<file path="src/rtl/dff_share_arbiter.sv">
// dff_share_arbiter: round-robin write arbiter that owns a shared WIDTH-bit
// register. One requester is granted at a time; a granted requester may lock
// the register for a bounded burst of back-to-back writes.
module dff_share_arbiter #(
  parameter int N_REQ    = 4,
  parameter int WIDTH    = 8,
  parameter int MAX_HOLD = 8
) (
  input  logic                       clk,
  input  logic                       reset,
  input  logic [N_REQ-1:0]           req,
  input  logic [N_REQ-1:0]           lock,
  input  logic [N_REQ*WIDTH-1:0]     wdata,
  output logic [N_REQ-1:0]           grant,
  output logic [N_REQ-1:0]           ack,
  output logic [WIDTH-1:0]           q,
  output logic [$clog2(N_REQ)-1:0]   owner,
  output logic                       busy
);

  localparam int IW = (N_REQ > 1) ? $clog2(N_REQ) : 1;
  localparam int HW = (MAX_HOLD > 1) ? $clog2(MAX_HOLD) : 1;
  localparam logic [IW-1:0] LAST_IDX  = IW'(N_REQ - 1);
  localparam logic [HW-1:0] HOLD_LAST = HW'(MAX_HOLD - 1);

  typedef enum logic [1:0] {
    ST_IDLE  = 2'd0,
    ST_GRANT = 2'd1,
    ST_HOLD  = 2'd2
  } state_t;

  // Round-robin successor: wraps from the last requester back to 0.
  function automatic logic [IW-1:0] next_idx(input logic [IW-1:0] idx);
    if (idx == LAST_IDX) begin
      return {IW{1'b0}};
    end else begin
      return idx + IW'(1);
    end
  endfunction

  // Returns {found, index} of the first active request at or after ptr.
  function automatic logic [IW:0] pick_winner(input logic [N_REQ-1:0] r,
                                              input logic [IW-1:0]    p);
    logic          found;
    logic [IW-1:0] idx;
    int            c;
    found = 1'b0;
    idx   = {IW{1'b0}};
    for (int k = 0; k < N_REQ; k++) begin
      c = int'(p) + k;
      if (c >= N_REQ) begin
        c = c - N_REQ;
      end else begin
        c = c;
      end
      if (!found && r[c]) begin
        found = 1'b1;
        idx   = IW'(c);
      end else begin
        found = found;
      end
    end
    return {found, idx};
  endfunction

  state_t            state_r, state_s;
  logic [N_REQ-1:0]  grant_r, grant_s;
  logic [N_REQ-1:0]  ack_r,   ack_s;
  logic [WIDTH-1:0]  q_r,     q_s;
  logic [IW-1:0]     owner_r, owner_s;
  logic [IW-1:0]     ptr_r,   ptr_s;
  logic [IW-1:0]     gidx_r,  gidx_s;
  logic [HW-1:0]     hold_r,  hold_s;
  logic              busy_r,  busy_s;

  logic [IW:0]       win_s;
  logic              wr_s;
  logic              lk_s;
  logic [WIDTH-1:0]  wslice_s;

  assign grant = grant_r;
  assign ack   = ack_r;
  assign q     = q_r;
  assign owner = owner_r;
  assign busy  = busy_r;

  // Next-state, grant, write-commit and pointer logic.
  always_comb begin
    state_s  = state_r;
    grant_s  = grant_r;
    ack_s    = {N_REQ{1'b0}};
    q_s      = q_r;
    owner_s  = owner_r;
    ptr_s    = ptr_r;
    gidx_s   = gidx_r;
    hold_s   = hold_r;
    win_s    = pick_winner(req, ptr_r);
    wr_s     = req[gidx_r];
    lk_s     = lock[gidx_r];
    wslice_s = wdata[int'(gidx_r)*WIDTH +: WIDTH];

    case (state_r)
      ST_IDLE: begin
        if (win_s[IW]) begin
          grant_s = {{(N_REQ-1){1'b0}}, 1'b1} << win_s[IW-1:0];
          gidx_s  = win_s[IW-1:0];
          state_s = ST_GRANT;
        end else begin
          grant_s = {N_REQ{1'b0}};
        end
      end
      ST_GRANT: begin
        if (wr_s) begin
          q_s            = wslice_s;
          owner_s        = gidx_r;
          ack_s[gidx_r]  = 1'b1;
        end else begin
          q_s = q_r;
        end
        // A lock only counts alongside a committed write; a withdrawn
        // request always releases the register.
        if (wr_s && lk_s) begin
          state_s = ST_HOLD;
          hold_s  = {HW{1'b0}};
        end else begin
          state_s = ST_IDLE;
          grant_s = {N_REQ{1'b0}};
          ptr_s   = next_idx(gidx_r);
        end
      end
      ST_HOLD: begin
        if (wr_s) begin
          q_s            = wslice_s;
          owner_s        = gidx_r;
          ack_s[gidx_r]  = 1'b1;
        end else begin
          q_s = q_r;
        end
        if (!lk_s || (hold_r == HOLD_LAST)) begin
          state_s = ST_IDLE;
          grant_s = {N_REQ{1'b0}};
          ptr_s   = next_idx(gidx_r);
          hold_s  = {HW{1'b0}};
        end else begin
          hold_s  = hold_r + HW'(1);
        end
      end
      default: begin
        state_s = ST_IDLE;
        grant_s = {N_REQ{1'b0}};
        hold_s  = {HW{1'b0}};
      end
    endcase

    busy_s = (state_s != ST_IDLE);
  end

  // State and output registers; reset discards any in-flight write.
  always_ff @(posedge clk) begin
    if (reset) begin
      state_r <= ST_IDLE;
      grant_r <= {N_REQ{1'b0}};
      ack_r   <= {N_REQ{1'b0}};
      q_r     <= {WIDTH{1'b0}};
      owner_r <= {IW{1'b0}};
      ptr_r   <= {IW{1'b0}};
      gidx_r  <= {IW{1'b0}};
      hold_r  <= {HW{1'b0}};
      busy_r  <= 1'b0;
    end else begin
      state_r <= state_s;
      grant_r <= grant_s;
      ack_r   <= ack_s;
      q_r     <= q_s;
      owner_r <= owner_s;
      ptr_r   <= ptr_s;
      gidx_r  <= gidx_s;
      hold_r  <= hold_s;
      busy_r  <= busy_s;
    end
  end

endmodule
</file>
<file path="config.mk">
export PLATFORM = sky130hd
export DESIGN_NAME = dff_share_arbiter
export DESIGN_NICKNAME = d
export VERILOG_FILES = /design/src/rtl/dff_share_arbiter.sv
export SDC_FILE = /design/constraint.sdc
export NUM_CORES = 1
export LEC_CHECK = 0
export ABC_AREA = 1
export BUFFER_PORTS_ARGS = -buffer_cell sky130_fd_sc_hd__clkbuf_2
export CAP_MARGIN = 20
export CORE_ASPECT_RATIO = 0.8
export CORE_MARGIN = 3
export CORE_UTILIZATION = 50
export CTS_CLUSTER_DIAMETER = 200
export DETAILED_ROUTE_END_ITERATION = 7
export MAX_ROUTING_LAYER = met4
export PLACE_DENSITY = 0.79
export SLEW_MARGIN = 30
export SYNTH_ARGS = -nofsm -noshare
export SYNTH_HDL_FRONTEND = slang
export SYNTH_SLANG_ARGS = --single-unit
</file>
<file path="constraint.sdc">
create_clock -name clk -period 1.81 [get_ports clk]
set_input_delay 0.0905 -clock clk [delete_from_list [all_inputs] [get_ports clk]]
set_output_delay 0.0905 -clock clk [all_outputs]
set_load 0.1 [all_outputs]
</file>
# ---- After elaboration in Yosys (flattened, before gate mapping)
# Index checks and enable logic that the tools add are counted.
# Widths: inputs -> output; s select.
dict set report op_classes {
  addsub 9
  n_mul 0
  div 0
  order_cmp 10
  eq_ne 7
  n_shift 2
  n_mux 45
  bitwise_logic 3
  n_reduce_logical 20
}
# operator count
set ops {}
lappend ops {{$lt 32x4->1 const B} 4}
lappend ops {{$mux 32} 4}
lappend ops {{$shiftx 32x6->8} 1}
lappend ops {{$mux 2} 10}
lappend ops {{$mux 1} 15}
lappend ops {{$bmux 1 s2} 6}
lappend ops {{$mux 4} 3}
lappend ops {{$pmux 4 s3} 1}
lappend ops {{$sub 3x3->4 const B} 3}
lappend ops {{$ge 3x3->1 const B} 3}
lappend ops {{$pmux 3 s3} 1}
lappend ops {{$reduce_and 2->1} 4}
lappend ops {{$add 2x2->3 const B} 2}
lappend ops {{$mux 3} 2}
lappend ops {{$ne 2x2->1 const B} 3}
lappend ops {{$pmux 2 s3} 1}
lappend ops {{$logic_and 1x1->1} 5}
lappend ops {{$eq 2x2->1 const B} 2}
lappend ops {{$logic_not 1->1} 4}
lappend ops {{$pmux 2 s2} 1}
lappend ops {{$reduce_bool 2->1} 2}
lappend ops {{$shl 1x2->4 const A} 1}
lappend ops {{$sub 2x3->4 const B} 1}
lappend ops {{$add 2x1->3 const B} 1}
lappend ops {{14 further kinds} 16}
dict set report word_totals {
  regBits 28
  latch_bits 0
  mem_bits_rw 0
  rom_bits 0
  inputBits 42
  memories 0
}

# ---- Longest topological paths before layout
# Gate-level depths: netlist of the first run.
dict set report depth {
  word_depth 18
  ltp_mapped 14
}

# ---- Least setup slack after synthesis of the first run
# Ideal clock, no wire load.
dict set report synth_timing {
  path_kind {register to register}
  from {reg ptr_r[0]}
  to {reg busy_r (netlist: busy)}
  setup_time_ns 0.136
  arrival_time_ns 1.276
  required_time_ns 1.674
  setup_slack_ns 0.398
  path_stages_with_launch 12
  n_path_buf 1
  synth_period_minus_slack_ns 1.412
  path_cell_list {dfxtp_1 > buf_6 > inv_6 > nand2_2 > nand3_1 > nand2_2 > nor2_8 > nand3_2 > nand2_1 > inv_2 > o21bai_2 > o22ai_1}
}
dict set report synth_between {
  elab_chain_len 18
  elab_cells_between_ends 40
  classes_between {7 x add/sub; 4 x order compare; 22 x mux; 7 x reduce/logical}
}
# item line_no
set synth_lines {}
lappend synth_lines {{start, declared} 71} ;# logic [IW-1:0] ptr_r, ptr_s;
lappend synth_lines {{start signal, assigned} 166} ;# ptr_r <= {IW{1'b0}};
lappend synth_lines {{start signal, assigned} 176} ;# ptr_r <= ptr_s;
lappend synth_lines {{parallel branches: the longest is 14 deep, another holds $sub 3x3->4} n/a}
lappend synth_lines {{$mux 1 (*)} 56} ;# if (!found && r[c]) begin
lappend synth_lines {{$mux 2 (*)} 104} ;# if (win_s[IW]) begin
lappend synth_lines {{$pmux 2 s3 (*)} 102} ;# case (state_r)
lappend synth_lines {{$reduce_bool 2->1 (*)} 155} ;# busy_s = (state_s != ST_IDLE);
lappend synth_lines {{end signal, assigned} 179} ;# busy_r <= busy_s;
lappend synth_lines {{end, declared} 74} ;# logic busy_r, busy_s;
# Mark *: on every way between the ends. The select of a mux whose other input is x is not followed.
# A chain may end at the register's enable or synchronous reset.

# ---- Final worst setup path of the first run
dict set report layout_timing {
  from {reg gidx_r[0]}
  to {reg grant_r[1] (netlist: grant[1])}
}
dict set report layout_between {
  elab_chain_len 6
  elab_cells_between_ends 10
  classes_between {2 x eq/ne; 4 x mux; 4 x reduce/logical}
}
# item line_no
set layout_lines {}
lappend layout_lines {{start, declared} 72} ;# logic [IW-1:0] gidx_r, gidx_s;
lappend layout_lines {{start signal, assigned} 167} ;# gidx_r <= {IW{1'b0}};
lappend layout_lines {{start signal, assigned} 177} ;# gidx_r <= gidx_s;
lappend layout_lines {{$bmux 1 s2} 99} ;# lk_s = lock[gidx_r];
lappend layout_lines {{$mux 1 (not written as such)} 99}
lappend layout_lines {{$logic_not 1->1} 139} ;# if (!lk_s || (hold_r == HOLD_LAST)) begin
lappend layout_lines {{$logic_or 1x1->1} 139}
lappend layout_lines {{$ne 2x2->1 (no line)} n/a}
lappend layout_lines {{$reduce_and 2->1 (no line) (*)} n/a}
lappend layout_lines {{end signal, assigned} 162} ;# grant_r <= {N_REQ{1'b0}};
lappend layout_lines {{end signal, assigned} 172} ;# grant_r <= grant_s;
lappend layout_lines {{end, declared} 67} ;# logic [N_REQ-1:0] grant_r, grant_s;
# Mark *: on every way between the ends. The rest lies on a longest branch, timed or not. The select of a mux whose other input is x is not followed.

==> impl_metrics.tcl, run 1 <==
set metrics [dict create \
    drtIter0Drc 89 \
    synth_top_family_by_area "simple AND/OR/NAND/NOR gates" \
    final_cell_mix "60 x nand2_1, 60 x clkbuf_2, 28 x nor2_1, 27 x dfxtp_1, 26 x inv_1" \
    drive_gt1_frac 0.337 \
    place_hpwl_um 3480 \
    yosysSeqAreaShare 0.309 \
    crit_arrival_ps 1770 \
    grt_first_pass_wirelength_um 7210 \
    pre_cts_ws_ps 96.2 \
    design.portCount 61 \
    routed_wl_um 4350 \
    rsz0062_at_grt "false" \
    post-cts-setup-buffers 0 \
    ys_types 30 \
    setup_ws_ps 199 \
    yosys.area.top_type "dfxtp_1" \
    dieArea_mm2 0.00439 \
    drc_errors 0 \
    end_kind "register" \
    period_share 0.890 \
    grt_pass1_vias 1613 \
    vdd_drop_max_v 0.000911 \
    die_w_um 73.3 \
    first_pass_iters 4 \
    syn_avg_cell_area_um2 6.86 \
    tns_ps 0 \
    cp.required_ps 1970 \
    yosysTopAreaCellShare 0.309 \
    whs_ps 187 \
    place.gp.congestion 0.873 \
    hold_class "in2reg" \
    crit_type "reg2reg" \
    htree_levels 1 \
    cts_sinks 28 \
    grt_max_degree 20 \
    rrSetupSlack_ps 200 \
    final-setup-viol-count 0 \
    final-max-slew-violation-count 0 \
    final-hold-violation-count 0 \
    crit_path_max_fanout 7 \
    initial_utilization 0.555 \
    grtUsageTotal 0.215 \
    routed_via_density 4.91 \
    fin_skew_ps 2.91 \
    numCtsBuffers 3 \
    synth_compound_area_frac 0.180 \
    ant_nets 0 \
    stdcell_area_mm2 0.00224 \
    core-area_mm2 0.00327 \
    fin_nets 379 \
    rows 18 \
    synth_xor_area_frac 0 \
    n_antenna_cell 0 \
    placed_area_mm2 0.00216 \
    synth_fa_ha_area_frac 0.0691 \
    die_h_um 59.8 \
    synthMuxAreaShare 0 \
    netlist_area_mm2 0.00181 \
    p_leak_nw 1.16 \
    clk_pin_slew_ps 100 \
    syn_nets 316 \
    grt-ovfl-total 0 \
    area_delta_synth_final_pct 23.4 \
    synth_area_leaders "dfxtp_1 31%, nand2_1 12%, ha_1 6.9%" \
    post_drt_wl_per_cell_um 11.9 \
    powerDensity_mw_per_mm2 1760 \
    yosys.area_share.simple 0.340 \
    antenna_found_initial 0 \
    maxCapViolCount 0 \
    synth_seq_cells 28 \
    cp-start-kind "register" \
    vias 1796 \
    portBuffers 60 \
    placed_cells 362 \
    tritoncts "yes" \
    period_minus_slack_ps 1610 \
    cts_buffer_depth 2 \
    yosysWarnings 0 \
    status "completed" \
    cts_root_buffer "clkbuf_8" \
    finalNonFillerCells 366 \
    fmax_ghz 0.621 \
    clock_latency_ps 280 \
    worstMarginPinSlew_ps 561 \
    slew_headroom 0.628 \
    postSynthCellCount 264 \
]
## routing by layer
metal  GRT usage  routed length (um)  vias to the layer above
li1            -                   -                      975
met1       0.305                2240                      777
met2       0.320                1890                       39
met3      0.0437                 200                        5
met4      0.0413                  25                        0
met5           -                   0                        -
## flip-flops by register name (all words and copies together), names as in the netlist
signal / flops
gidx_r: 2
ack: 4
q: 8
busy: 1
state_r: 2
hold_r: 3
ptr_r: 2
owner: 2
grant: 4
## cells in the mapped netlist
cell type / instances
nand2_1: 60
dfxtp_1: 28
nor2_1: 28
inv_1: 26
o21ai_0: 21
a21oi_1: 18
nand2_2: 14
ha_1: 10
o22ai_1: 9
nand3_1: 8
nand3_2: 7
inv_2: 5
buf_2: 4
o21ai_1: 4
nand2_4: 3
a21oi_2: 2
buf_6: 2
clkbuf_1: 2
nand4_1: 2
a31oi_1: 1
buf_1: 1
clkbuf_2: 1
inv_6: 1
nor2_2: 1
nor2_4: 1
nor2_8: 1
nor3_1: 1
o211a_1: 1
o21ai_2: 1
o21bai_2: 1
## layout make-up
cell class | instances | area (um2)
Sequential cell | 28 | 562
Tap cell | 40 | 50.0
Fill cell | 296 | 1030
Timing Repair Buffer | 68 | 360
Multi-Input combinational cell | 194 | 1070
Inverter | 32 | 125
Clock buffer | 3 | 41.3
Clock inverter | 1 | 30.0
## report_power, final
part / internal [W] / switching [W] / total (W) / leakage [nW]
Clock: 0.000296 / 0.000203 / 0.000499 / 0.0357
Combinational: 0.000669 / 0.00186 / 0.00253 / 0.896
Sequential: 0.000775 / 0.000127 / 0.000902 / 0.229
## logic make-up (layout without fill, tap and decap cells)
logic type               count (synthesis)  in the layout
AO/OA/AOI/OAI                           58             58
adder cells (fa/ha/maj)                 10             10
AND/OR/NAND/NOR                        126            126
buffers and inverters                   42            104
flip-flops                              28             28
## worst max-delay path, cell delays in order (launching register included)
cell and delay (ps):
dfxtp_1 450, inv_2 100, nand2_1 80, nand3_1 60, nand2_1 170, nand3_2 160, nand2_4 140, inv_1 80
nand3_2 80, inv_1 50, nand3_1 80, a21oi_1 60
## through the flow
stage                     total power, W  utilization
after floorplan                  0.00298            -
after global placement           0.00340        0.662
after detailed placement         0.00343        0.662
after CTS                        0.00394        0.684
after global routing             0.00421        0.685
final                            0.00393        0.685
## timing repair
| action | CTS | global route |
|---|---|---|
| endpoints found under the setup margin | 0 | 8 |
| gates resized for setup | 0 | 1 |
| hold buffers | 0 | 0 |
## worst paths after layout
kind                                  to      start  cells past startpoint
worst max register to register  grant[1]  gidx_r[0]                     11
worst min-delay path                q[0]   wdata[0]                      5
worst max-delay path            grant[1]  gidx_r[0]                     11
worst min register to register  grant[3]   grant[3]                      2
(Power assumes the default switching activity.)
==> inputs of run 2 (changes only) <==
- CORE_UTILIZATION: 50 -> 40
- PLACE_DENSITY: 0.79 -> 0.66
==> impl_metrics.tcl, run 2 (synthesized netlist as in run 1, its figures left out) <==
set metrics [dict create \
    status "completed" \
    slew_headroom 0.626 \
    cts_hold_buf 0 \
    htree_levels 1 \
    end_kind "register" \
    grt_max_degree 17 \
    period_share 0.891 \
    cpPeakStageDelay_ps 420 \
    cp.required_ps 2010 \
    routed_wl_um 4390 \
    final_cell_mix "60 x nand2_1, 60 x clkbuf_2, 28 x nor2_1, 27 x dfxtp_1, 26 x inv_1" \
    cpMostUsedCell "nand2_1" \
    crit_type "reg2reg" \
    area_delta_synth_final_pct 25.7 \
    tritoncts "yes" \
    cts_sinks 28 \
    place_hpwl_um 3530 \
    final-hold-violation-count 0 \
    core-area_mm2 0.00428 \
    pre_cts_ws_ps 112 \
    grt_pass1_vias 1605 \
    rrSetupSlack_ps 200 \
    worstMarginPinSlew_ps 563 \
    powerDensity_mw_per_mm2 1730 \
    clock_latency_ps 270 \
    rsz0062_at_grt "false" \
    final-setup-viol-count 0 \
    die_w_um 81.2 \
    cts_buffer_depth 2 \
    final-max-slew-violation-count 0 \
    setup_ws_ps 198 \
    rows 21 \
    drc_errors 0 \
    drive_gt1_frac 0.339 \
    p_leak_nw 1.17 \
    num-fill-cells 428 \
    cp_top_family "simple AND/OR/NAND/NOR gates" \
    design.portCount 61 \
    ant_nets 0 \
    fmax_ghz 0.620 \
    cp-start-kind "register" \
    place.gp.congestion 0.792 \
    clk_pin_slew_ps 90 \
    maxCapViolCount 0 \
    portBuffers 60 \
    fin_util 0.532 \
    initial_utilization 0.423 \
    hold_class "in2reg" \
    grtUsageTotal 0.175 \
    multiInputGateArea_mm2 0.00107 \
    numCtsBuffers 3 \
    worst_path_max_delay_cell "dfxtp_1" \
    crit_arrival_ps 1810 \
    dieArea_mm2 0.00538 \
    grt_first_pass_wirelength_um 7310 \
    fin_nets 380 \
    n_antenna_cell 0 \
    vdd_drop_max_v 0.000884 \
    fin_total_pwr_w 0.00393 \
    vias 1801 \
    crit_path_max_fanout 11 \
    largest_reg_flops 8 \
    routed_via_density 4.69 \
    period_minus_slack_ps 1610 \
    fin_skew_ps 3.92 \
    seq_area_um2 562 \
    critPathBufInv 2 \
    first_pass_iters 4 \
    tns_ps 0 \
    grt-ovfl-total 0 \
    critical_path.cell_chain "inv_2 > nand2_1 > nand3_1 > nand2_1 > nand3_2 > nand2_1 > inv_1 > o21ai_0 > nand2_1 > o22ai_1" \
    drtIter0Drc 100 \
    antenna_found_initial 0 \
    die_h_um 66.2 \
    cts_root_buffer "clkbuf_8" \
    post_drt_wl_per_cell_um 11.4 \
]
==> run 2: cell types whose count changed in the layout (fill, tap and decap cells not counted) <==
cell | previous run | this run
buf_12 | 0 | 1
==> run 2: layer usage <==
layer  GRT usage  routed length [um]  up-vias
met3      0.0368                 261        4
met1       0.241                2210      780
met4      0.0295                  31        0
met2       0.266                1880       42
met5           -                   0        -
li1            -                   -      975
==> run 2: metrics by stage <==
step / instance area [um2] / cells / hold WS, ps
2_1_floorplan: 1810 / 264 / 381
3_3_place_gp: 2200 / 380 / 427
3_5_place_dp: 2200 / 380 / 427
4_1_cts: 2280 / 384 / 132
5_1_grt: 2280 / 384 / 149
6_report: 2280 / 384 / 130
==> run 2: final cells by class <==
| type | instances | area share |
|---|---|---|
| multi-input combinational | 194 | 0.469 |
| sequential | 28 | 0.247 |
| timing repair buffer | 69 | 0.167 |
| inverter | 32 | 0.0549 |
| tap | 57 | 0.0313 |
| clock buffer | 3 | 0.0181 |
| clock inverter | 1 | 0.0132 |
==> run 2: timing repair <==
| action | in CTS | in global routing |
|---|---|---|
| gates resized for setup | 0 | 1 |
| buffers inserted | 0 | 0 |
| setup endpoints to repair | 0 | 8 |
==> run 2: path summary, 6_finish.rpt <==
check	start	end	depth (start not counted)
max	gidx_r[0]	busy	10
min	reset	grant[2]	2
max reg2reg	gidx_r[0]	busy	10
min reg2reg	q[2]	q[2]	2
==> run 2: where the power goes <==
group	switching (W)	internal [W]	total, W	leakage, nW
sequential	0.000126	0.000775	0.000901	0.229
combinational	0.00186	0.000686	0.00255	0.904
clock	0.000187	0.000296	0.000483	0.0357
==> inputs of run 3 (changes only) <==
- CELL_PAD_IN_SITES_DETAIL_PLACEMENT: default -> 1
- CELL_PAD_IN_SITES_GLOBAL_PLACEMENT: default -> 1
- CORE_UTILIZATION: 40 -> 35
- PLACE_DENSITY: 0.66 -> default
- PLACE_DENSITY_LB_ADDON: default -> 0.1
==> impl_metrics.tcl, run 3 (synthesized netlist as in run 1, its figures left out) <==
set metrics [dict create \
    multiInputGateArea_mm2 0.00107 \
    status "completed" \
    cp-endpoint "q[2]" \
    drtIter0Drc 80 \
    p_leak_nw 1.15 \
    routed_via_density 4.76 \
    seq_area_um2 564 \
    crit_arrival_ps 1810 \
    drc_errors 0 \
    rows 22 \
    final_cell_mix "60 x nand2_1, 60 x clkbuf_2, 28 x nor2_1, 27 x dfxtp_1, 25 x inv_1" \
    wl_met1_um 2670 \
    largest_reg_flops 8 \
    vdd_drop_max_v 0.000858 \
    grt_max_degree 19 \
    powerDensity_mw_per_mm2 1780 \
    worstMarginPinSlew_ps 556 \
    tns_ps 0 \
    area_delta_synth_final_pct 25.1 \
    vias 1836 \
    reg2reg_to "q[2]" \
    ant_nets 0 \
    setup.worst_path.start "state_r[0]" \
    r2r_start "state_r[0]" \
    setup_ws_ps 164 \
    fin_skew_ps 3.72 \
    clk_pin_slew_ps 100 \
    tritoncts "yes" \
    cp.required_ps 1980 \
    crit_path_max_fanout 9 \
    final-setup-viol-count 0 \
    period_minus_slack_ps 1650 \
    reg2reg_depth 7 \
    antenna_found_initial 0 \
    first_pass_iters 4 \
    rsz0062_at_grt "false" \
    n_antenna_cell 0 \
    period_share 0.909 \
    design.portCount 61 \
    routed_wl_um 5370 \
    met2RoutedLength_um 2450 \
    wl_met3_um 223 \
    final-hold-violation-count 0 \
    final-max-slew-violation-count 0 \
    rrSetupSlack_ps 160 \
    cts_buffer_depth 2 \
    die_w_um 86.4 \
    cts_root_buffer "clkbuf_8" \
    drive_gt1_frac 0.340 \
    num-fill-cells 678 \
    dr.max_layer_used "met4" \
    grt_first_pass_wirelength_um 8870 \
    cp-start-kind "register" \
    place.gp.congestion 0.856 \
    grtUsageTotal 0.183 \
    htree_levels 1 \
    pre_cts_ws_ps 10.3 \
    grt-ovfl-total 0 \
    clock_latency_ps 270 \
    cts_hold_buf 0 \
    grt_pass1_vias 1840 \
    maxCapViolCount 0 \
    die_h_um 70.4 \
    numCtsBuffers 3 \
    slew_headroom 0.631 \
    portBuffers 60 \
    dieArea_mm2 0.00608 \
    cts_sinks 28 \
    initial_utilization 0.378 \
    fin_nets 379 \
    fmax_ghz 0.608 \
    hold_class "in2reg" \
    place_hpwl_um 4300 \
    core-area_mm2 0.00479 \
    post_drt_wl_per_cell_um 13.9 \
    fin_total_pwr_w 0.00402 \
    crit_type "reg2reg" \
    end_kind "register" \
]
run 3: cell types whose count changed in the layout (fill, tap and decap cells not counted), sizes merged:
cell      change
clkinvlp      +1
buf           -1
inv           -1
run 3: through the flow:
stage               utilization  cell area (um2)  hold slack (ps)  std cells
detailed placement        0.454             2170              457        380
global placement          0.454             2170              446        380
CTS                       0.469             2240              156        384
global route              0.473             2270              180        386
finish                    0.473             2270              147        386
floorplan                     -             1810              381        264
run 3: per-layer routing:
layer / vias up / GRT usage
li1: 970 / -
met2: 24 / 0.281
met1: 840 / 0.262
met3: 2 / 0.0295
met5: - / -
met4: 0 / 0.0156
run 3: worst min path at each step:
stage | startpoint | endpoint | slack [ps] | depth (start not counted)
3_3_place_gp | reset | grant[2] | 450 | 2
2_1_floorplan | wdata[0] | q[0] | 380 | 4
4_1_cts | reset | grant[0] | 160 | 2
6_report | reset | grant[0] | 150 | 2
5_1_grt | reset | grant[2] | 180 | 2
3_5_place_dp | q[3] | q[3] | 460 | 2
run 3: repair_timing:
| action | CTS | global route |
|---|---|---|
| gates resized for setup | 0 | 3 |
| setup buffers | 0 | 2 |
| setup endpoints to repair | 0 | 14 |
run 3: final cells by class:
class                   count  share of cell area
clock buffers               3              0.0182
clock inverters             1              0.0132
inverters                  32              0.0568
multi-input cells         194               0.471
flip-flops and latches     28               0.249
well taps                  60              0.0331
repair buffers             68               0.159
run 3: report_power, final:
part	internal [W]	leakage, nW	total (W)	switching (W)
registers	0.000778	0.229	0.000909	0.000131
logic	0.000666	0.889	0.00261	0.00195
clock network	0.000296	0.0357	0.000504	0.000208
run 3: worst max-delay path: stages (launching register included):
cell and delay [ps]:
dfxtp_1 390, inv_1 90, ha_1 350, nand2_2 210, clkinvlp_4 190, buf_4 180, nand2_1 70, a21oi_1 50
